==> src/rtl/pj_biu_arbiter.sv <==
// Bus interface arbiter: shares one memory port between the ICU and DCU with
// alternating priority on conflicts, burst beat counting and an ack-silence timeout.
module pj_biu_arbiter #(
    parameter int unsigned TIMEOUT = 255
) (
    input  logic        clk,
    input  logic        reset,
    input  logic        icu_req,
    input  logic        icu_type,
    input  logic [1:0]  icu_size,
    input  logic [29:0] icu_addr,
    input  logic        dcu_req,
    input  logic [2:0]  dcu_type,
    input  logic [1:0]  dcu_size,
    input  logic [29:0] dcu_addr,
    input  logic [31:0] dcu_wdata,
    input  logic [1:0]  mem_ack,
    output logic [1:0]  icu_ack,
    output logic [1:0]  dcu_ack,
    output logic        mem_req,
    output logic [2:0]  mem_type,
    output logic [1:0]  mem_size,
    output logic [29:0] mem_addr,
    output logic [31:0] mem_wdata,
    output logic        mem_abort,
    output logic        busy
);

    typedef enum logic [1:0] {
        IDLE,
        ICU_XFER,
        DCU_XFER,
        TOUT
    } state_t;

    localparam logic [7:0] LP_TIMEOUT = 8'(TIMEOUT);

    state_t      r_state;
    state_t      w_stateNext;
    logic        r_lastDcu;
    logic        w_lastDcuNext;
    logic [2:0]  r_beatCnt;
    logic [2:0]  w_beatCntNext;
    logic [7:0]  r_idleCnt;
    logic [7:0]  w_idleCntNext;
    logic [7:0]  w_idleInc;
    logic        r_memReq;
    logic        w_memReqNext;
    logic [2:0]  r_memType;
    logic [2:0]  w_memTypeNext;
    logic [1:0]  r_memSize;
    logic [1:0]  w_memSizeNext;
    logic [29:0] r_memAddr;
    logic [29:0] w_memAddrNext;
    logic [31:0] r_memWdata;
    logic [31:0] w_memWdataNext;
    logic        w_grantIcu;
    logic        w_grantDcu;

    // Idle counter saturates so it can never wrap past the abort threshold.
    assign w_idleInc = (r_idleCnt >= LP_TIMEOUT) ? LP_TIMEOUT : r_idleCnt + 8'd1;

    always_ff @(posedge clk or posedge reset) begin
        if (reset) begin
            r_state    <= IDLE;
            r_lastDcu  <= 1'b0;
            r_beatCnt  <= 3'd0;
            r_idleCnt  <= 8'd0;
            r_memReq   <= 1'b0;
            r_memType  <= 3'd0;
            r_memSize  <= 2'd0;
            r_memAddr  <= 30'd0;
            r_memWdata <= 32'd0;
        end else begin
            r_state    <= w_stateNext;
            r_lastDcu  <= w_lastDcuNext;
            r_beatCnt  <= w_beatCntNext;
            r_idleCnt  <= w_idleCntNext;
            r_memReq   <= w_memReqNext;
            r_memType  <= w_memTypeNext;
            r_memSize  <= w_memSizeNext;
            r_memAddr  <= w_memAddrNext;
            r_memWdata <= w_memWdataNext;
        end
    end

    always_comb begin
        w_stateNext    = r_state;
        w_lastDcuNext  = r_lastDcu;
        w_beatCntNext  = r_beatCnt;
        w_idleCntNext  = r_idleCnt;
        w_memReqNext   = r_memReq;
        w_memTypeNext  = r_memType;
        w_memSizeNext  = r_memSize;
        w_memAddrNext  = r_memAddr;
        w_memWdataNext = r_memWdata;
        w_grantIcu     = 1'b0;
        w_grantDcu     = 1'b0;
        icu_ack        = 2'b00;
        dcu_ack        = 2'b00;

        case (r_state)
            IDLE: begin
                // On a conflict the requester that did not win last time goes first.
                if (icu_req && dcu_req) begin
                    w_grantIcu = r_lastDcu;
                    w_grantDcu = !r_lastDcu;
                end else begin
                    w_grantIcu = icu_req;
                    w_grantDcu = dcu_req;
                end

                if (w_grantIcu) begin
                    w_stateNext    = ICU_XFER;
                    w_lastDcuNext  = 1'b0;
                    w_memTypeNext  = {2'b00, icu_type};
                    w_memSizeNext  = icu_size;
                    w_memAddrNext  = icu_addr;
                    w_memWdataNext = 32'd0;
                    w_beatCntNext  = (icu_size == 2'b11) ? 3'd4 : 3'd1;
                    w_idleCntNext  = 8'd0;
                    w_memReqNext   = 1'b1;
                end else if (w_grantDcu) begin
                    w_stateNext    = DCU_XFER;
                    w_lastDcuNext  = 1'b1;
                    w_memTypeNext  = dcu_type;
                    w_memSizeNext  = dcu_size;
                    w_memAddrNext  = dcu_addr;
                    w_memWdataNext = dcu_wdata;
                    w_beatCntNext  = (dcu_size == 2'b11) ? 3'd4 : 3'd1;
                    w_idleCntNext  = 8'd0;
                    w_memReqNext   = 1'b1;
                end
            end

            ICU_XFER, DCU_XFER: begin
                if (r_state == ICU_XFER) begin
                    icu_ack = mem_ack;
                end else begin
                    dcu_ack = mem_ack;
                end

                if (mem_ack[1]) begin
                    w_stateNext   = IDLE;
                    w_memReqNext  = 1'b0;
                    w_idleCntNext = 8'd0;
                end else if (mem_ack[0]) begin
                    w_idleCntNext = 8'd0;
                    w_beatCntNext = (r_beatCnt == 3'd0) ? 3'd0 : r_beatCnt - 3'd1;
                    if (r_beatCnt <= 3'd1) begin
                        w_stateNext  = IDLE;
                        w_memReqNext = 1'b0;
                    end
                end else begin
                    w_idleCntNext = w_idleInc;
                    if (w_idleInc == LP_TIMEOUT) begin
                        w_stateNext  = TOUT;
                        w_memReqNext = 1'b0;
                    end
                end
            end

            TOUT: begin
                // The last-grant flag still names the owner of the aborted transfer.
                if (r_lastDcu) begin
                    dcu_ack = 2'b10;
                end else begin
                    icu_ack = 2'b10;
                end
                w_stateNext = IDLE;
            end

            default: begin
                w_stateNext = IDLE;
            end
        endcase
    end

    assign mem_req   = r_memReq;
    assign mem_type  = r_memType;
    assign mem_size  = r_memSize;
    assign mem_addr  = r_memAddr;
    assign mem_wdata = r_memWdata;
    assign mem_abort = (r_state == TOUT);
    assign busy      = (r_state != IDLE);

endmodule

==> config.mk <==
export PLATFORM = sky130hd
export DESIGN_NAME = pj_biu_arbiter
export DESIGN_NICKNAME = d
export VERILOG_FILES = /design/src/rtl/pj_biu_arbiter.sv
export SDC_FILE = /design/constraint.sdc
export NUM_CORES = 1
export LEC_CHECK = 0
export BUFFER_PORTS_ARGS = -buffer_cell sky130_fd_sc_hd__buf_2
export CAP_MARGIN = 20
export CORE_MARGIN = 2
export CORE_UTILIZATION = 40
export DETAILED_ROUTE_END_ITERATION = 8
export PLACE_DENSITY = 0.7
export REMOVE_ABC_BUFFERS = 1
export SLEW_MARGIN = 25
export SYNTH_ARGS = -nofsm -noshare
export SYNTH_HDL_FRONTEND = slang
export SYNTH_SLANG_ARGS = --single-unit
export TNS_END_PERCENT = 1
==> constraint.sdc <==
create_clock -name clk -period 4 [get_ports clk]
set_clock_uncertainty 0.15 [all_clocks]
set_input_delay 0.6 -clock clk [delete_from_list [all_inputs] [get_ports clk]]
set_output_delay 0.6 -clock clk [all_outputs]
set_load 0.01 [all_outputs]
# Word-level counts from Yosys, hierarchy flattened
# Cells that the tools add are included.
# word_totals
regBits,82
output_inout_bits,74
input_bits,106
# classes
muxes,47
n_addsub,2
n_lt_le_gt_ge,2
n_reduce_logical,13
n_eq_ne,11
# ops
operator,count
$mux 32,2
$mux 30,2
$mux 8,5
$mux 3,9
$mux 2,12
$pmux 8 s2,1
$mux 1,11
$add 8x1->8 const B,1
$eq 2x2->1 const B,4
$eq 8x8->1 const B,1
$ge 8x8->1 const B,1
$ne 4x4->1 const B,2
$pmux 2 s2,2
$reduce_and 4->1,2
$pmux 2 s3,1
$pmux 3 s2,1
$reduce_bool 2->1,3
$ne 2x2->1 const B,2
$reduce_and 2->1,2
$le 3x1->1 const B,1
$logic_not 3->1,1
$ne 3x1->1 const B,1
$reduce_and 3->1,1
$sub 3x1->3 const B,1
6 further kinds,6

# Logic depth before layout (Yosys ltp)
# logic_depth
word_depth,7
depth_mapped,8

# Worst setup path before layout
# OpenSTA, ideal clock, no wires.
# synth_path
kind,register -> output
startpoint,register r_state[0]
endpoint,output port dcu_ack[0]
arrival_time_ns,1.294
path_stages_with_launch,5
setup_slack_ns,1.956
n_path_buf,1
path_cell_list,dfrtp_1 inv_1 ha_1 buf_6 nor4bb_1
# synth_via
elab_chain_len,3
# synth_rtl
item,line,rtl
start: declaration,38,state_t r_state;
start signal: assignment,75,r_state <= w_stateNext;
$eq 2x1->1 or $eq 2x2->1 (tied branches),"102, 137",
$mux 2 or $reduce_or 2->1 (tied branches),"137, 102",
$pmux 2 s2 *,102,case (r_state)
end: declaration,19,"output logic [1:0] dcu_ack,"
# Every way passes the cells marked *; elsewhere a longest branch is shown, timed or not.

# Final worst setup path
# layout_path
startpoint,register r_state[0]
endpoint,output port dcu_ack[1]
# The elaborated chain is that of the path after synthesis.

==> impl_metrics.ini <==
[logic_synthesis]
yosys_warnings = 0
postSynth.asyncResetShare_pct = 100
ys_types = 49
seq_area_frac_synth_pct = 53.3
netlist_area_um2 = 3850
synth_top_area_share_pct = 53.3
cells_taking_the_most_area_after_synthesis = sky130_fd_sc_hd__dfrtp_1, sky130_fd_sc_hd__mux2i_1, sky130_fd_sc_hd__a22o_1, sky130_fd_sc_hd__o21ai_0, sky130_fd_sc_hd__nand2_1
synth_edf_count = 0
ys_ff_latch = 82
synth_top_area_cell = sky130_fd_sc_hd__dfrtp_1
synth.avg_cell_area_um2 = 11.2
post_synth_inst_count = 345
synth_flop_type = sky130_fd_sc_hd__dfrtp_1

[floorplan]
std_cell_rows = 35
die_width_um = 102
die_height_um = 102
core_area_um2 = 9280
num_io_pins = 180
initial_core_util_pct = 41.5
die_area_um2 = 10400

[clocking]
clkLatencyLatePin_ns = 0.34
cts_num_sinks = 82
tritoncts.num_buffers = 9
cts.hold.buffers_added = 0
clk_pin_slew_worst_paths_ns = 0.09
cts_repair_resize_count = 0
clock_tree.root_cell = sky130_fd_sc_hd__clkbuf_8
cts_setup_buffers = 0
cts-htree-levels = 3
max-clock-path-buffers = 2
cts_tree = yes

[worst_setup_path]
critPathLaunchType = flip-flop
timing.rr.start = r_state[0]$_DFFE_PP0P_
timing.critical_path.from = r_state[0]$_DFFE_PP0P_
cp.arrival_ns = 1.82
worst_setup_path_end_kind = primary output
maximum_fanout_along_the_worst_path = 12
setup.worst_path.class = reg2out
cp_data_required_time_ns = 3.25

[final_layout]
areaGrowthSynthToFinish_pct = 30.9
postLayoutCellArea_um2 = 5040
most_common_cell_after_layout_fill_and_taps_aside = sky130_fd_sc_hd__buf_2
diode_insertion_count_for_antenna_repair = 0
n_fill_cell = 887
layout.cells.most_common_list = sky130_fd_sc_hd__buf_2, sky130_fd_sc_hd__dfrtp_1, sky130_fd_sc_hd__nand2_1
final_layout_size_suffix_gt1_share_pct = 42.4
fin_nets = 629
post_layout_nonfiller_instances = 650

[sta]
rsz0062_at_grt = no
fin_tns_setup_ns = 0
finalCritPeriodShare_pct = 64.3
finalSetupViolCount = 0
final-max-slew-violation-count = 0
tightestPinTransition_ns = 0.603
final-hold-violation-count = 0
final_period_minus_worst_setup_slack_ns = 2.57
max_freq_ghz = 0.389
slew_headroom_pct = 59.8

[drt]
vias_per_cell = 4.95
drt_wl_total_mm = 9.52
wl_per_cell_um = 14.6
drt-initial-drc-count = 82
firstDrtPassIters = 4
antenna_violating_nets_left = 0
via_count = 3218
drcViolationCount = 0

[worst_hold_path]
hp-class = in2async

[grt]
overflow = 0
grt_start_max_net_pins = 79
groute.usage.overall_pct = 18.2
vias_in_the_first_global_route = 3169
antenna_found_initial = 0
grt_pass1_wl_mm = 14.8

[power]
power_switching_uw = 1340
p_per_area_nw_per_um2 = 679
clockPowerShare_pct = 17.1
sw_frac_of_total_pct = 39.1
vdd.ir_drop.worst_v = 0.000307
sequentialPowerShare_pct = 39.5
power.share.combinational_pct = 43.4
cellLeakagePower_uw = 0.00276
p_int_uw = 2080

[placement]
dp_hpwl_mm = 7.09
place_inst = 635
routability_congestion_estimate = 0.785
dpl-instance-area_um2 = 4850
io_buffer_count = 179

[job]
max_cap_viol_count = 0

[run_status]
status = finished clean
==> critical path, cell delays in order (launching register included) <==
cell and delay [ns]:
sky130_fd_sc_hd__dfrtp_1 0.40, sky130_fd_sc_hd__inv_1 0.07, sky130_fd_sc_hd__ha_1 0.58, sky130_fd_sc_hd__nand3b_1 0.13, sky130_fd_sc_hd__a21oi_1 0.14, sky130_fd_sc_hd__buf_2 0.15
==> cell usage after synthesis (all sizes together), types with 3 or more instances <==
cell type	count
a21oi	7
nand3	4
mux2i	36
a211oi	3
dfrtp	82
clkbuf	10
nor2	13
a21o	4
o22a	6
inv	11
ha	6
nand2	46
buf	12
a22o	35
a31oi	4
o21ai	39
==> power by group through the flow <==
stage          sequential (uW)  clock, uW  combinational [uW]
4_1_cts                   1350        601                1510
5_1_grt                   1390        643                1640
3_5_place_dp              1350          0                1520
6_report                  1350        585                1490
3_3_place_gp              1360          0                1470
2_1_floorplan             1480          0                 814
==> layout make-up <==
class	instances	area, um^2	area share [%]
clock buffers	9	124	2.46
clock inverters	6	65.1	1.29
well taps	129	161	3.20
multi-input cells	230	1660	32.9
repair buffers	183	938	18.6
flip-flops and latches	82	2050	40.7
inverters	11	42.5	0.844
==> state kept, by name, summed over array words and instances (netlist names) <==
name,count
mem_req,1
r_idleCnt,8
mem_addr,30
r_beatCnt,3
r_state,2
mem_size,2
mem_type,3
mem_wdata,32
r_lastDcu,1
==> logic make-up after synthesis <==
group	synth area share, %
muxes	9.65
buffers and inverters	4.45
DFF	53.3
AOI/OAI and AO/OA	20.9
xor gates and xnor gates	0.227
adders and majority gates	1.95
and+or+nand+nor	9.52
==> layer usage <==
layer	track usage (%)	share of wire, %
met1	23.3	41
met2	29.4	50
met5	0	0
met4	4.82	0.81
met3	6.63	8.1
==> path summary, 6_finish.rpt <==
check | slack [ns] | endpoint | cells after the start
min in group clk | 0.32 | mem_wdata[28]$_DFFE_PP0P_ | 2
worst min-delay path | 0.15 | mem_addr[26]$_DFFE_PP0P_ | 2
worst min register to register | 0.33 | mem_addr[21]$_DFFE_PP0P_ | 2
worst max-delay path | 1.43 | dcu_ack[1] | 5
worst max register to register | 1.65 | r_beatCnt[0]$_DFFE_PP0P_ | 6
max in group asynchronous | 2.52 | mem_wdata[30]$_DFFE_PP0P_ | 3
==> through the flow <==
| step | power, uW | setup slack, ns | hold slack, ns | util [%] |
|---|---|---|---|---|
| 2_1_floorplan | 2300 | -2.30 | 0.325 | - |
| 3_3_place_gp | 2830 | 1.64 | 0.308 | 52.3 |
| 3_5_place_dp | 2880 | 1.58 | 0.315 | 52.3 |
| 4_1_cts | 3460 | 1.41 | 0.159 | 54.3 |
| 5_1_grt | 3680 | 1.28 | 0.190 | 54.3 |
| 6_report | 3420 | 1.43 | 0.151 | 54.3 |
No activity file was read; power rests on OpenSTA's default activity.
